[src/rtl/aes_encipher_core_param.sv]
// ============================================================================
// aes_encipher_core_param
// ----------------------------------------------------------------------------
// AES encipher datapath and controller with a run-time key length
// (AES-128/192/256) and a configurable S-box interface width.
//
// Each round substitutes the 128-bit state through an external S-box array.
// SBOX_WORDS 32-bit words are substituted per cycle, so one round takes
// W = 4/SBOX_WORDS cycles. The round key comes from an external key-expansion
// memory addressed by o_round and is used combinationally in the same cycle.
//
// Parameters
//   SBOX_WORDS   32-bit words substituted per cycle: 1, 2 or 4
//
// Ports
//   i_clk        system clock, rising edge
//   i_reset_n    synchronous active-low reset
//   i_next       start request, sampled only while idle
//   i_keylen     00=AES-128, 01=AES-192, 10=AES-256, 11=reserved
//   i_abort      synchronous cancel of the operation in progress
//   o_round      current round index, addresses the round-key memory
//   i_round_key  round key for o_round (combinational, same cycle)
//   o_sboxw      state word group sent to the S-boxes
//   i_new_sboxw  substituted words returned by the S-boxes
//   i_block      plaintext, sampled in the INIT cycle
//   o_new_block  state register; ciphertext once done has pulsed
//   o_ready      core idle and able to accept i_next
//   o_done       one-cycle pulse when the ciphertext is valid
//   o_error      one-cycle pulse on a start with reserved key length
// ============================================================================
module aes_encipher_core_param #(
  parameter int SBOX_WORDS = 4
) (
  input  logic                      i_clk,
  input  logic                      i_reset_n,
  input  logic                      i_next,
  input  logic [1:0]                i_keylen,
  input  logic                      i_abort,
  output logic [3:0]                o_round,
  input  logic [127:0]              i_round_key,
  output logic [32*SBOX_WORDS-1:0]  o_sboxw,
  input  logic [32*SBOX_WORDS-1:0]  i_new_sboxw,
  input  logic [127:0]              i_block,
  output logic [127:0]              o_new_block,
  output logic                      o_ready,
  output logic                      o_done,
  output logic                      o_error
);

  localparam int GW    = 32 * SBOX_WORDS;           // group width in bits
  localparam int W     = 4 / SBOX_WORDS;            // cycles per round
  localparam int CTR_W = (W > 1) ? $clog2(W) : 1;   // word_ctr width
  localparam logic [CTR_W-1:0] LAST_GRP = CTR_W'(W - 1);

  genvar gi;

  generate
    if ((SBOX_WORDS != 1) && (SBOX_WORDS != 2) && (SBOX_WORDS != 4)) begin : g_bad_param
      $error("aes_encipher_core_param: SBOX_WORDS must be 1, 2 or 4");
    end
  endgenerate

  typedef enum logic [1:0] {
    ST_IDLE  = 2'd0,
    ST_INIT  = 2'd1,
    ST_ROUND = 2'd2
  } state_t;

  // --------------------------------------------------------------------------
  // Registers and their next values
  // --------------------------------------------------------------------------
  state_t             r_fsm;
  logic [127:0]       r_state;
  logic [127:0]       r_sub;       // substituted groups collected so far
  logic [3:0]         r_round;
  logic [3:0]         r_nr;        // number of rounds latched at start
  logic [CTR_W-1:0]   r_word_ctr;
  logic               r_ready;
  logic               r_done;
  logic               r_error;

  state_t             w_fsm_next;
  logic [127:0]       w_state_next;
  logic [127:0]       w_sub_next;
  logic [3:0]         w_round_next;
  logic [3:0]         w_nr_next;
  logic [CTR_W-1:0]   w_word_ctr_next;
  logic               w_ready_next;
  logic               w_done_next;
  logic               w_error_next;

  // --------------------------------------------------------------------------
  // GF(2^8) helpers
  // --------------------------------------------------------------------------
  function automatic logic [7:0] xtime(input logic [7:0] b);
    return {b[6:0], 1'b0} ^ (8'h1b & {8{b[7]}});
  endfunction

  // 2-3-1-1 circulant on one column; a0 is the top byte (row 0).
  function automatic logic [31:0] mix_column(input logic [31:0] col);
    logic [7:0] a0, a1, a2, a3;
    {a0, a1, a2, a3} = col;
    return {xtime(a0) ^ xtime(a1) ^ a1 ^ a2 ^ a3,
            a0 ^ xtime(a1) ^ xtime(a2) ^ a2 ^ a3,
            a0 ^ a1 ^ xtime(a2) ^ xtime(a3) ^ a3,
            xtime(a0) ^ a0 ^ a1 ^ a2 ^ xtime(a3)};
  endfunction

  function automatic logic [3:0] rounds_for(input logic [1:0] kl);
    logic [3:0] nr;
    case (kl)
      2'b00:   nr = 4'd10;
      2'b01:   nr = 4'd12;
      default: nr = 4'd14;
    endcase
    return nr;
  endfunction

  // --------------------------------------------------------------------------
  // S-box interface: one group of the state register goes out per cycle.
  // The full substituted state merges the buffered groups with the group
  // that is coming back this cycle, so the last group never needs a buffer.
  // --------------------------------------------------------------------------
  logic [GW-1:0] w_grp [W];
  logic [127:0]  w_sub_full;

  generate
    for (gi = 0; gi < W; gi++) begin : g_group
      assign w_grp[gi] = r_state[127 - gi*GW -: GW];
      assign w_sub_full[127 - gi*GW -: GW] =
        (r_word_ctr == CTR_W'(gi)) ? i_new_sboxw : r_sub[127 - gi*GW -: GW];
    end
  endgenerate

  assign o_sboxw = w_grp[r_word_ctr];

  // --------------------------------------------------------------------------
  // ShiftRows: byte b sits at column b/4, row b%4; row r rotates left by r.
  // --------------------------------------------------------------------------
  logic [127:0] w_sr;
  logic [127:0] w_mc;
  logic [127:0] w_round_out;
  logic         w_last_round;

  generate
    for (gi = 0; gi < 16; gi++) begin : g_shift
      localparam int COL = gi / 4;
      localparam int ROW = gi % 4;
      localparam int SRC = 4 * ((COL + ROW) % 4) + ROW;
      assign w_sr[127 - 8*gi -: 8] = w_sub_full[127 - 8*SRC -: 8];
    end

    for (gi = 0; gi < 4; gi++) begin : g_mix
      assign w_mc[127 - 32*gi -: 32] = mix_column(w_sr[127 - 32*gi -: 32]);
    end
  endgenerate

  // The final round skips MixColumns.
  assign w_last_round = (r_round == r_nr);
  assign w_round_out  = (w_last_round ? w_sr : w_mc) ^ i_round_key;

  // --------------------------------------------------------------------------
  // Next-state logic
  // --------------------------------------------------------------------------
  always_comb begin
    w_fsm_next      = r_fsm;
    w_state_next    = r_state;
    w_sub_next      = r_sub;
    w_round_next    = r_round;
    w_nr_next       = r_nr;
    w_word_ctr_next = r_word_ctr;
    w_ready_next    = r_ready;
    w_done_next     = 1'b0;
    w_error_next    = 1'b0;

    unique case (r_fsm)
      ST_IDLE: begin
        if (i_next) begin
          if (i_keylen == 2'b11) begin
            w_error_next = 1'b1;
          end else if (!i_abort) begin
            w_round_next = 4'd0;
            w_ready_next = 1'b0;
            w_nr_next    = rounds_for(i_keylen);
            w_fsm_next   = ST_INIT;
          end
        end
      end

      ST_INIT: begin
        // Initial AddRoundKey with round key 0.
        w_state_next    = i_block ^ i_round_key;
        w_round_next    = 4'd1;
        w_word_ctr_next = '0;
        w_fsm_next      = ST_ROUND;
      end

      ST_ROUND: begin
        if (r_word_ctr != LAST_GRP) begin
          w_sub_next      = w_sub_full;
          w_word_ctr_next = r_word_ctr + CTR_W'(1);
        end else begin
          w_state_next    = w_round_out;
          w_word_ctr_next = '0;
          if (w_last_round) begin
            // round stays at Nr so the key memory address is stable in idle.
            w_ready_next = 1'b1;
            w_done_next  = 1'b1;
            w_fsm_next   = ST_IDLE;
          end else begin
            w_round_next = r_round + 4'd1;
          end
        end
      end

      default: begin
        w_fsm_next = ST_IDLE;
      end
    endcase

    // Abort overrides everything in a busy state, including the final update.
    if (i_abort && (r_fsm != ST_IDLE)) begin
      w_fsm_next      = ST_IDLE;
      w_state_next    = '0;
      w_round_next    = 4'd0;
      w_word_ctr_next = '0;
      w_ready_next    = 1'b1;
      w_done_next     = 1'b0;
    end
  end

  // --------------------------------------------------------------------------
  // State registers
  // --------------------------------------------------------------------------
  always_ff @(posedge i_clk) begin
    if (!i_reset_n) begin
      r_fsm      <= ST_IDLE;
      r_state    <= '0;
      r_sub      <= '0;
      r_round    <= 4'd0;
      r_nr       <= 4'd10;
      r_word_ctr <= '0;
      r_ready    <= 1'b1;
      r_done     <= 1'b0;
      r_error    <= 1'b0;
    end else begin
      r_fsm      <= w_fsm_next;
      r_state    <= w_state_next;
      r_sub      <= w_sub_next;
      r_round    <= w_round_next;
      r_nr       <= w_nr_next;
      r_word_ctr <= w_word_ctr_next;
      r_ready    <= w_ready_next;
      r_done     <= w_done_next;
      r_error    <= w_error_next;
    end
  end

  assign o_round     = r_round;
  assign o_new_block = r_state;
  assign o_ready     = r_ready;
  assign o_done      = r_done;
  assign o_error     = r_error;

endmodule

[config.mk]
export PLATFORM = sky130hd
export DESIGN_NAME = aes_encipher_core_param
export DESIGN_NICKNAME = d
export VERILOG_FILES = /design/src/rtl/aes_encipher_core_param.sv
export SDC_FILE = /design/constraint.sdc
export NUM_CORES = 1
export LEC_CHECK = 0
export CELL_PAD_IN_SITES_DETAIL_PLACEMENT = 1
export CELL_PAD_IN_SITES_GLOBAL_PLACEMENT = 1
export CORE_AREA = 2 2 256 258
export DETAILED_ROUTE_END_ITERATION = 10
export DIE_AREA = 0 0 258 260
export PLACE_DENSITY_LB_ADDON = 0.1
export SYNTH_ARGS = -nofsm -noshare
export SYNTH_HDL_FRONTEND = slang
export SYNTH_SLANG_ARGS = --single-unit
[constraint.sdc]
create_clock -name i_clk -period 2.3 [get_ports i_clk]
set_clock_uncertainty 0.1 [all_clocks]
set_input_delay 0.345 -clock i_clk [delete_from_list [all_inputs] [get_ports i_clk]]
set_output_delay 0.345 -clock i_clk [all_outputs]
set_load 0.02 [all_outputs]
==> impl_metrics.json, run 1 <==
{
  "finalSetupViolCount": 0,
  "r2r-end": "o_new_block[48]",
  "critPathCapture": "o_new_block[48]",
  "routed_wl_um": 70600,
  "dieHeight_um": 260,
  "path_cells": "xnor2_2 > and3_4 > buf_12 > buf_16 > and3_1 > a221oi_2 > buf_4 > xor2_1 > a21oi_1",
  "grt_pass1_vias": 15200,
  "start_util_pct": 20.9,
  "grtUsageTotal_pct": 20.6,
  "hold_ws_ns": 0.421,
  "syn_area_per_cell_um2": 8.38,
  "drc": 0,
  "critical_path.startpoint": "r_nr[1]",
  "layout_commonest_cell": "clkdlybuf4s50_1",
  "crit_path_start_kind": "flip-flop",
  "antenna_found_initial": 16,
  "place_congestion": 0.841,
  "cts_buffer_depth": 2,
  "fin_area_um2": 22600,
  "synth_area_um2": 13400,
  "holdCritPathClass": "in -> reg",
  "drtPass1Iterations": 4,
  "core_region_area_um2": 64100,
  "cts_buffers": 17,
  "ir_worst_vdd_mv": 0.563,
  "relSlewSlack_pct": 55.2,
  "r2r_slack_ns": 0.12,
  "num_vias": 14000,
  "cpPeakStageDelay_ns": 0.41,
  "cts.sink_count": 139,
  "cp.required_ns": 2.54,
  "avgViaCountPerCell": 4.39,
  "synth.largest_area_cell": "xnor2_1",
  "reg2reg_depth": 9,
  "drtAntennaViolNets": 0,
  "critPathKind": "reg -> reg",
  "hold_viol": 0,
  "ys_ff_latch": 139,
  "detail_route.wl_per_cell_um": 22.1,
  "die_area_um2": 67100,
  "grt_pass1_wl_um": 103000,
  "dr_wl_met2_um": 36500,
  "p_leak_nw": 8.41,
  "maxSlewViolCount": 0,
  "wl_met3_um": 3440,
  "regToRegStartpoint": "r_nr[1]",
  "yosys-top-cells-area": "xnor2_1 27%, dfxtp_1 21%, xor2_1 8.4%",
  "rsz0062_at_grt": "no",
  "h-tree-depth": 4,
  "clk_latency_ns": 0.48,
  "critPathArrivalTime_ns": 2.42,
  "tightest_slew_ns": 0.668,
  "layout.nets": 2707,
  "ys_async_sr_fraction_pct": 0,
  "layout_common_cells": "652 x clkdlybuf4s50_1, 404 x xnor2_1, 263 x buf_4",
  "syn_inst": 1601,
  "slowest_stage": "dfxtp_2",
  "fin_crit_ns": 2.18,
  "overflow": 0,
  "synthesis.nets": 1998,
  "holdBufCountCts": 0,
  "io_pins": 653,
  "dpl-instance-area_um2": 21900,
  "outcome": "finished clean",
  "synth_top_area_share_pct": 26.5,
  "path_max_fanout": 33,
  "ys_seq_area_share_pct": 20.7,
  "synth_edf_count": 0,
  "synth.distinct_cells": 43,
  "portBuffers": 652,
  "layout-drive-gt1-share_pct": 16.4,
  "maxCapViolCount": 0,
  "hpwl_um": 56000,
  "synth_top_flop_cell": "dfxtp_1",
  "wl_met1_um": 29300,
  "drtIter0Drc": 447,
  "fp-row-count": 93,
  "cts_root_buffer": "clkbuf_16",
  "timing.fmax_mhz": 460,
  "crit_path_end_kind": "flip-flop",
  "area_growth_pct": 68.7,
  "grt_max_degree": 125,
  "p_total_mw": 23.3,
  "die_w_um": 258,
  "power_density_nw_per_um2": 1030,
  "top_layer": "met5",
  "ys_warn_count": 0,
  "cts_tree": "yes",
  "period_share_pct": 94.6,
  "clk_pin_slew_ns": 0.08
}
==> flip-flops by register name, summed over array words and instances (netlist names) <==
| name | cells |
|---|---|
| o_ready | 1 |
| o_done | 1 |
| r_fsm | 2 |
| o_round | 4 |
| r_nr | 2 |
| o_error | 1 |
| o_new_block | 128 |
==> routing by layer <==
metal  track usage, %  up-vias
met2             37.4      351
met1             24.3     6793
met4             5.81       12
met3             4.50       58
met5                0        -
li1                 -     6778
==> worst min-delay path by stage <==
stage,cells after the start,to,start,slack (ns)
final,3,o_new_block[34],i_round_key[34],0.42
after global placement,2,o_ready,o_ready,0.41
after global routing,3,o_new_block[47],i_round_key[47],0.42
after detailed placement,2,o_new_block[63],o_new_block[63],0.44
after CTS,3,o_new_block[34],i_round_key[34],0.37
after floorplan,1,r_nr[1],i_reset_n,0.34
==> worst max-delay path: cells and delay by family, from the launching register on <==
family	cells	cell delay (ns)
simple gates	2	0.49
flops	1	0.41
compound gates	2	0.13
xor+xnor	2	0.29
buf+inv	3	0.59
==> Yosys cell counts (8+ instances only) <==
cell,n
and3_1,50
inv_1,50
xnor3_1,8
xnor2_1,406
o221ai_1,46
xor2_1,129
a221oi_2,43
clkbuf_1,73
nand3_1,50
nor2_1,11
nand2_1,50
buf_2,29
dfxtp_1,139
xnor2_2,9
buf_4,134
a2bb2oi_1,26
o21ai_0,155
a21oi_1,135
==> power by group <==
part / internal [mW] / leakage (nW) / switching [mW] / total, mW
clock network: 1.71 / 0.290 / 1.38 / 3.09
logic: 7.37 / 6.98 / 8.05 / 15.4
registers: 3.65 / 1.14 / 1.17 / 4.82
total: 12.7 / 8.41 / 10.6 / 23.3
==> final cells by class <==
type	instances	area, um2
antenna	9	22.5
clock inverter	14	173
sequential	139	2790
tap	855	1070
inverter	51	194
clock buffer	18	429
multi-input combinational	1165	9040
timing repair buffer	936	8920
fill	7480	41500
==> kinds of logic after synthesis <==
family / synth area share [%]
XOR/XNOR: 37.9
flip-flops: 20.7
adder cells (fa/ha/maj): 0.653
buffers and inverters: 12.5
AO/OA/AOI/OAI: 21.7
AND/OR/NAND/NOR: 6.52
==> metrics by stage <==
stage	utilization, %	setup TNS [ns]	worst slack [ns]	instances
after global placement	34.2	-12.12	-0.371	3141
after CTS	35.2	-0.0653	-0.0476	3178
after floorplan	-	0	0.197	1601
final	35.3	0	0.124	3187
after detailed placement	34.2	-14.75	-0.386	3141
after global routing	35.3	0	0.00731	3186
==> what timing repair did <==
item / in CTS / in global routing
gates resized for setup: 6 / 6
setup buffers: 5 / 0
pin swaps: 1 / 0
hold endpoints to repair: 0 / 0
endpoints found under the setup margin: 51 / 28
(Power assumes the default switching activity.)
==> inputs of run 2 (changes only) <==
- HOLD_SLACK_MARGIN: default -> 0.03
==> results of run 2 <==
Same layout as run 1: the final DEF is identical, and so are final timing and power.
==> inputs of run 3 (changes only) <==
- CELL_PAD_IN_SITES_GLOBAL_PLACEMENT: 1 -> 2
- CORE_AREA: 2 2 256 258 -> default
- CORE_ASPECT_RATIO: default -> 0.8
- CORE_MARGIN: default -> 2
- CORE_UTILIZATION: default -> 23
- DIE_AREA: 0 0 258 260 -> default
==> impl_metrics.json, run 3 (same netlist as run 1, synthesis figures left out) <==
{
  "outcome": "finished clean",
  "ir_worst_vdd_mv": 0.651,
  "power_density_nw_per_um2": 1050,
  "fin_crit_ns": 2.29,
  "regToRegStartpoint": "r_fsm[0]",
  "crit_path_end_kind": "flip-flop",
  "hold_ws_ns": 0.414,
  "tns_ns": 0,
  "portBuffers": 652,
  "routed_wl_um": 68900,
  "clk_latency_ns": 0.50,
  "grt_max_degree": 115,
  "dieHeight_um": 220,
  "timing.fmax_mhz": 436,
  "drtIter0Drc": 518,
  "layout-drive-gt1-share_pct": 15.6,
  "fp-row-count": 79,
  "slowest_stage": "xnor2_1",
  "path_cells": "inv_1 > ha_4 > buf_4 > buf_16 > nand2_4 > buf_12 > o221ai_1 > xnor2_1 > a21oi_1",
  "fillers": 6666,
  "path_max_fanout": 49,
  "hold_viol": 0,
  "antenna_found_initial": 17,
  "grt_pass1_vias": 14900,
  "start_util_pct": 23.2,
  "num_vias": 13900,
  "die_area_um2": 60300,
  "dp_slack_ns": -0.334,
  "maxCapViolCount": 0,
  "rsz0062_at_grt": "yes",
  "cp.required_ns": 2.58,
  "maxSlewViolCount": 0,
  "cts_buffers": 17,
  "critPathArrivalTime_ns": 2.57,
  "period_share_pct": 99.7,
  "cts.sink_count": 139,
  "critPathKind": "reg -> reg",
  "crit_path_start_kind": "flip-flop",
  "area_growth_pct": 67.0,
  "clk_pin_slew_ns": 0.07,
  "drtPass1Iterations": 4,
  "hpwl_um": 54200,
  "largest_reg_flops": 128,
  "r2r-end": "o_new_block[77]",
  "reg2reg_depth": 9,
  "die_w_um": 274,
  "avgViaCountPerCell": 4.50,
  "hold_start": "i_round_key[38]",
  "p_total_mw": 23.5,
  "drtAntennaViolNets": 0,
  "relSlewSlack_pct": 51.0,
  "detail_route.wl_per_cell_um": 22.4,
  "hold_end": "o_new_block[38]",
  "layout_common_cells": "652 x clkdlybuf4s50_1, 406 x xnor2_1, 246 x buf_4",
  "p_leak_nw": 8.33,
  "r2r_slack_ns": 0.006,
  "holdBufCountCts": 0,
  "cts_tree": "yes",
  "cpPeakStageDelay_ns": 0.34,
  "core_region_area_um2": 57900,
  "grt_pass1_wl_um": 98800,
  "grtUsageTotal_pct": 22.4,
  "drc": 0,
  "min_delay_path_depth": 3,
  "holdCritPathClass": "in -> reg",
  "layout_commonest_cell": "clkdlybuf4s50_1",
  "overflow": 0,
  "finalSetupViolCount": 0,
  "critPathTopFamily": "buffers and inverters",
  "cts_root_buffer": "clkbuf_16",
  "timing.final.ws_setup_ns": 0.00614,
  "cts_buffer_depth": 2,
  "h-tree-depth": 4,
  "io_pins": 653,
  "layout.nets": 2689,
  "final_core_util_pct": 38.7,
  "place_congestion": 0.843,
  "tightest_slew_ns": 0.730,
  "crit_buf_inv": 4
}
## run 3: changes by cell type in the layout (fill, tap and decap cells not counted), sizes merged
cell / change
diode: +1
clkbuf: +5
bufbuf: +1
buf: -19
clkinv: -5
## run 3: repair_timing
item                                    CTS  global route
resized for setup                         3             3
endpoints found under the setup margin   38            10
setup buffers                             5             0
cloned                                    1             0
hold endpoints to repair                  0             0
pin swaps                                 1             0
## run 3: worst reg2reg max path, cell delays in order (launching register included)
cell and delay, ns:
dfxtp_1 0.33, inv_1 0.08, ha_4 0.17, buf_4 0.17, buf_16 0.19, nand2_4 0.13
buf_12 0.24, o221ai_1 0.32, xnor2_1 0.34, a21oi_1 0.11
## run 3: metal layers
metal,GRT usage [%],up-vias,share of wire [%]
met5,0,-,0.10
met4,5.63,12,1.4
met3,4.62,47,4.7
met2,38.7,345,50
met1,28.2,6753,44
li1,-,6733,-
## run 3: metrics by stage
stage,cells,instance area [um2]
4_1_cts,3074,22400
3_3_place_gp,3036,21600
6_report,3084,22400
2_1_floorplan,1601,13400
5_1_grt,3082,22400
3_5_place_dp,3036,21600
## run 3: layout make-up
| cell class | instances | area (um2) | share of cell area (%) |
|---|---|---|---|
| multi-input combinational | 1165 | 9010 | 40.2 |
| timing repair buffer | 918 | 8790 | 39.2 |
| sequential | 139 | 2780 | 12.4 |
| tap | 769 | 962 | 4.29 |
| clock buffer | 23 | 508 | 2.27 |
| inverter | 51 | 194 | 0.866 |
| clock inverter | 9 | 133 | 0.592 |
| antenna | 10 | 25.0 | 0.112 |
## run 3: worst max path at each step
stage / startpoint / endpoint / slack [ns] / cells after the start
after floorplan: r_fsm[0] / o_new_block[46] / 0.20 / 9
after detailed placement: i_new_sboxw[111] / o_new_block[63] / -0.33 / 9
after CTS: r_fsm[0] / o_new_block[6] / 0.004 / 10
after global routing: r_fsm[0] / o_new_block[111] / -0.05 / 10
after global placement: i_new_sboxw[111] / o_new_block[63] / -0.31 / 9
final: r_fsm[0] / o_new_block[77] / 0.006 / 9
## run 3: report_power, final
group          internal [mW]  leakage [nW]  switching (mW)
sequential              3.65          1.14            1.20
clock                   1.88         0.312            1.34
combinational           7.38          6.88            8.01
total                   12.9          8.33            10.5
